==> src/rtl/wb_mem_arbiter_pkg.sv <==
// mem_arb_pkg: shared state encoding, bus widths and timeout data for wb_mem_arbiter
package mem_arb_pkg;
  typedef enum logic {ST_IDLE = 1'b0, ST_BUSY = 1'b1} state_t;
  localparam int ADR_W = 30;
  localparam int DAT_W = 32;
  localparam int SEL_W = 4;
  localparam logic [DAT_W-1:0] TIMEOUT_DATA = 32'hFFFF_FFFF;
endpackage

==> src/rtl/wb_mem_arbiter_rr_pick.sv <==
// rr_pick: combinational round-robin picker, first requester at or after ptr wins
module rr_pick #(
  parameter int NM = 2,
  parameter int PW = $clog2(NM)
) (
  input  logic [NM-1:0] req,
  input  logic [PW-1:0] ptr,
  output logic [NM-1:0] gnt
);
  // scan from farthest to nearest so the nearest requester after ptr overwrites last
  always_comb begin
    gnt = '0;
    for (int k = NM - 1; k >= 0; k--)
      if (req[(int'(ptr) + k) % NM]) gnt = NM'(1) << ((int'(ptr) + k) % NM);
  end
endmodule

==> src/rtl/wb_mem_arbiter.sv <==
// wb_mem_arbiter: round-robin Wishbone arbiter for NM masters onto one memory slave; MEMARB_TIMEOUT_EN adds a stall watchdog
module wb_mem_arbiter
  import mem_arb_pkg::*;
#(
  parameter int NM      = 2,
  parameter int TIMEOUT = 1023,
  parameter int TW      = 10
) (
  input  logic                cpu_clk,
  input  logic                rst_n,
  input  logic [NM-1:0]       m_cyc_i,
  input  logic [NM-1:0]       m_stb_i,
  input  logic [NM-1:0]       m_we_i,
  input  logic [NM*ADR_W-1:0] m_adr_i,
  input  logic [NM*DAT_W-1:0] m_dat_i,
  input  logic [NM*SEL_W-1:0] m_sel_i,
  output logic [31:0]         m_dat_o,
  output logic [NM-1:0]       m_ack_o,
  output logic                s_cyc_o,
  output logic                s_stb_o,
  output logic                s_we_o,
  output logic [2:31]         s_adr_o,
  output logic [0:31]         s_dat_o,
  output logic [0:3]          s_sel_o,
  input  logic [0:31]         s_dat_i,
  input  logic                s_ack_i,
  output logic [NM-1:0]       grant_o,
  output logic                timeout_o
);
  localparam int PW = $clog2(NM);
  state_t state;
  logic [PW-1:0] ptr;
  logic [NM-1:0] req, pick;
  logic busy, fire;
  int g;
  assign req  = m_cyc_i & m_stb_i;
  assign busy = state == ST_BUSY;
  rr_pick #(.NM(NM), .PW(PW)) u_pick (.req(req), .ptr(ptr), .gnt(pick));
  // index of the granted master, 0 when no grant is held
  always_comb begin
    g = 0;
    for (int i = 0; i < NM; i++) if (grant_o[i]) g = i;
  end
`ifdef MEMARB_TIMEOUT_EN
  logic [TW-1:0] cnt;
  logic stall;
  assign stall = busy && m_cyc_i[g] && m_stb_i[g] && !s_ack_i;
  assign fire  = stall && cnt == TW'(TIMEOUT - 1);
  // stall counter and sticky watchdog flag
  always_ff @(posedge cpu_clk) begin
    if (!rst_n) begin
      cnt       <= '0;
      timeout_o <= 1'b0;
    end else begin
      cnt       <= (!busy || s_ack_i || fire) ? '0 : cnt + TW'(stall);
      timeout_o <= timeout_o | fire;
    end
  end
`else
  assign fire      = 1'b0;
  assign timeout_o = 1'b0;
`endif
  // forward the granted master to the slave and route the ack back
  always_comb begin
    s_cyc_o    = busy & m_cyc_i[g];
    s_stb_o    = busy & m_stb_i[g] & ~fire;
    s_we_o     = m_we_i[g];
    s_adr_o    = m_adr_i[g*ADR_W +: ADR_W];
    s_dat_o    = m_dat_i[g*DAT_W +: DAT_W];
    s_sel_o    = m_sel_i[g*SEL_W +: SEL_W];
    m_ack_o    = '0;
    m_ack_o[g] = busy & ((s_ack_i & m_cyc_i[g] & m_stb_i[g]) | fire);
    m_dat_o    = fire ? TIMEOUT_DATA : s_dat_i;
  end
  // arbitration FSM: grant held until the owner drops cyc
  always_ff @(posedge cpu_clk) begin
    if (!rst_n) begin
      state   <= ST_IDLE;
      grant_o <= '0;
      ptr     <= '0;
    end else if (!busy) begin
      if (|req) begin
        grant_o <= pick;
        state   <= ST_BUSY;
      end
    end else if (!m_cyc_i[g]) begin
      grant_o <= '0;
      ptr     <= PW'((g + 1) % NM);
      state   <= ST_IDLE;
    end
  end
endmodule

==> config.mk <==
export PLATFORM = sky130hd
export DESIGN_NAME = wb_mem_arbiter
export DESIGN_NICKNAME = d
export VERILOG_FILES = /design/src/rtl/wb_mem_arbiter_pkg.sv /design/src/rtl/wb_mem_arbiter_rr_pick.sv /design/src/rtl/wb_mem_arbiter.sv
export SDC_FILE = /design/constraint.sdc
export NUM_CORES = 1
export LEC_CHECK = 0
export CAP_MARGIN = 40
export CORE_AREA = 2 2 108 110
export DETAILED_ROUTE_END_ITERATION = 7
export DIE_AREA = 0 0 110 112
export RECOVER_POWER = 50
export SYNTH_ARGS = -nofsm -noshare
export SYNTH_HDL_FRONTEND = slang
export SYNTH_SLANG_ARGS = --single-unit
==> constraint.sdc <==
create_clock -name cpu_clk -period 2.7 [get_ports cpu_clk]
set_input_delay 0.54 -clock cpu_clk [delete_from_list [all_inputs] [get_ports cpu_clk]]
set_output_delay 0.54 -clock cpu_clk [all_outputs]
set_load 0.005 [all_outputs]
==> results <==
## tightest hold or removal path, stage by stage (launching register included)
cell	delay (ps)
dfxtp_1	310
nand2_1	50
a21boi_0	70
## synthesized netlist by cell type, drive strengths merged
library cell and number:
mux2 67, and3 1, nand2b 1, a31o 1, o2bb2ai 1, dfxtp 4
a21o 1, a21oi 1, nand3b 1, nand2 4, o311a 1, conb 1
nor4b 1, buf 42, o21bai 1, mux2i 2, inv 1, a21boi 1
o21ai 1, nor2b 1, nor3b 1, o21a 1, nor2 3
## report_power, final
part | internal, W | leakage (nW) | switching (W)
logic | 0.000405 | 1.17 | 0.000136
clock network | 0.000195 | 0.0382 | 0.0000425
registers | 0.0000649 | 0.0337 | 0.00000720
## per-layer routing
| layer | up-vias | wire [µm] | GRT usage, % |
|---|---|---|---|
| li1 | 813 | - | - |
| met1 | 764 | 2165 | 9.552 |
| met2 | 149 | 2966 | 16.24 |
| met3 | 8 | 1010 | 2.869 |
| met4 | 0 | 48 | 1.688 |
| met5 | - | 0 | 0 |
## cells by family after synthesis
kind of cell	after synthesis	synth area share [%]
flops	4	5.915
simple gates	13	6.839
mux	69	57.21
compound gates	9	4.991
buf+inv	43	24.77
other cells	1	0.2770
## placed cells by master (no fill, tap or decap), types with 3 or more instances in the layout
cell type / count
clkbuf_16: 3
dlygate4sd3_1: 17
nor2_1: 3
dfxtp_1: 3
mux2_2: 67
nand2_1: 4
clkdlybuf4s50_1: 196
## sequential cells by signal (all words and copies together) (netlist names)
register / flops
ptr: 1
busy: 1
grant_o: 2
## what timing repair did
item	4_1_cts	5_1_grt
gates resized for setup	0	1
setup buffers	0	0
endpoints found under the setup margin	0	1
hold buffers	0	0
## area by class of cell
| cell class | instances | area (µm²) | area share, % |
|---|---|---|---|
| repair buffers | 215 | 2160 | 62.76 |
| multi-input cells | 92 | 935.9 | 27.20 |
| well taps | 143 | 178.9 | 5.200 |
| flip-flops and latches | 4 | 83.83 | 2.436 |
| clock buffers | 4 | 78.83 | 2.291 |
| inverters | 1 | 3.754 | 0.1091 |
## final timing paths
| path | slack [ps] | endpoint | from | cells after the start |
|---|---|---|---|---|
| min | 480 | ptr$_SDFFE_PN0P_ | ptr$_SDFFE_PN0P_ | 2 |
| max reg2reg | 1200 | grant_o[0]$_SDFFE_PN0P_ | grant_o[1]$_SDFFE_PN0P_ | 4 |
| min reg2reg | 480 | ptr$_SDFFE_PN0P_ | ptr$_SDFFE_PN0P_ | 2 |
| max | 70 | m_ack_o[0] | m_stb_i[1] | 5 |
## through the flow
stage               instance area, µm²  hold slack, ps
finish                            3441           482.4
global route                      3441           511.8
CTS                               3456           481.5
detailed placement                3377           482.0
global placement                  3377           467.4
floorplan                         1354           452.2
==> results_dict.tcl <==
set metrics [dict create \
    grt_pass1_vias 1786 \
    dr_total_vias 1734 \
    track_usage_pct 8.760 \
    worst_setup_path_start_kind "input pin" \
    status "completed" \
    grt_max_degree 38 \
    critPathMostFrequentCell "clkdlybuf4s50_1" \
    ys_ff_latch 4 \
    path_buf_inv 2 \
    crit_path_cell_trace "clkdlybuf4s50_1 > mux2i_2 > nand3b_4 > nor3b_2 > clkdlybuf4s50_1" \
    die_area_mm2 0.01232 \
    wirelength_um 6190 \
    crit_type "in2out" \
    synth.avg_cell_area_um2 9.740 \
    worstPathRequired_ps 2160 \
    worstPathArrival_ps 2090 \
    clkLatencyLatePin_ps 220 \
    post_drt_wl_per_cell_um 13.49 \
    path_max_fanout 4 \
    drive_above_1_share_pct 24.05 \
    clk_pin_slew_ps 30 \
    route.detailed.drc 0 \
    hold_class "reg2reg" \
    fin_crit_ps 2625 \
    core-area_mm2 0.01117 \
    tns_ps 0 \
    die_y_um 112 \
    drt-pass1-iter-count 3 \
    stdcell_count 459 \
    timing.fmax_mhz 380.9 \
    slowest_delay_ps 560 \
    leakagePower_nw 1.246 \
    fin_skew_ps 2.100 \
    via_per_inst 3.778 \
    slew_viol_final 0 \
    end_kind "output pin" \
    antenna_left 0 \
    p_total_w 0.0008506 \
    grt_setup_unrepaired "no" \
    fp-row-count 39 \
    ir_worst_vdd_uv 182.6 \
    start_util_pct 12.12 \
    dp_slack_ps 76.58 \
    cts_buffers 3 \
    yosysTopAreaCellShare_pct 55.73 \
    cts.sinks 4 \
    synth_top_area_cell "mux2_2" \
    antenna_found_initial 0 \
    yosysWarnings 0 \
    place_congestion 0.7322 \
    dp.cells 455 \
    dp_hpwl_um 5375 \
    ctsLongestPathBuffers 2 \
    die_w_um 110 \
    nFillCells 1206 \
    worst_path_max_delay_cell "clkdlybuf4s50_1" \
    ioPinCount 279 \
    drtIter0Drc 30 \
    h-tree-depth 1 \
    yosys-top-cells-area "mux2_2 (56%), buf_4 (20%), dfxtp_1 (5.9%)" \
    synthesis.area_mm2 0.001354 \
    synth_fp_nets 312 \
    port_buffers 213 \
    synthCells 139 \
    ys_seq_area_share_pct 5.915 \
    root_buffer "clkbuf_16" \
    gr-total-overflow 0 \
    crit_family "buffers and inverters" \
    finalCritPeriodShare_pct 97.22 \
    nets 490 \
    final_core_util_pct 30.79 \
    layout_setup_ws_ps 74.93 \
    setup_viol 0 \
    antenna_cells 0 \
    tritoncts "yes" \
    area.growth.synth_to_final_pct 154.2 \
    hold_viol 0 \
    cap_viol_max_count 0 \
    p_per_area_mw_per_mm2 247.2 \
    synth.distinct_cells 25 \
    grt_pass1_wl_um 8618 \
]
No activity file was read; power rests on OpenSTA's default activity.
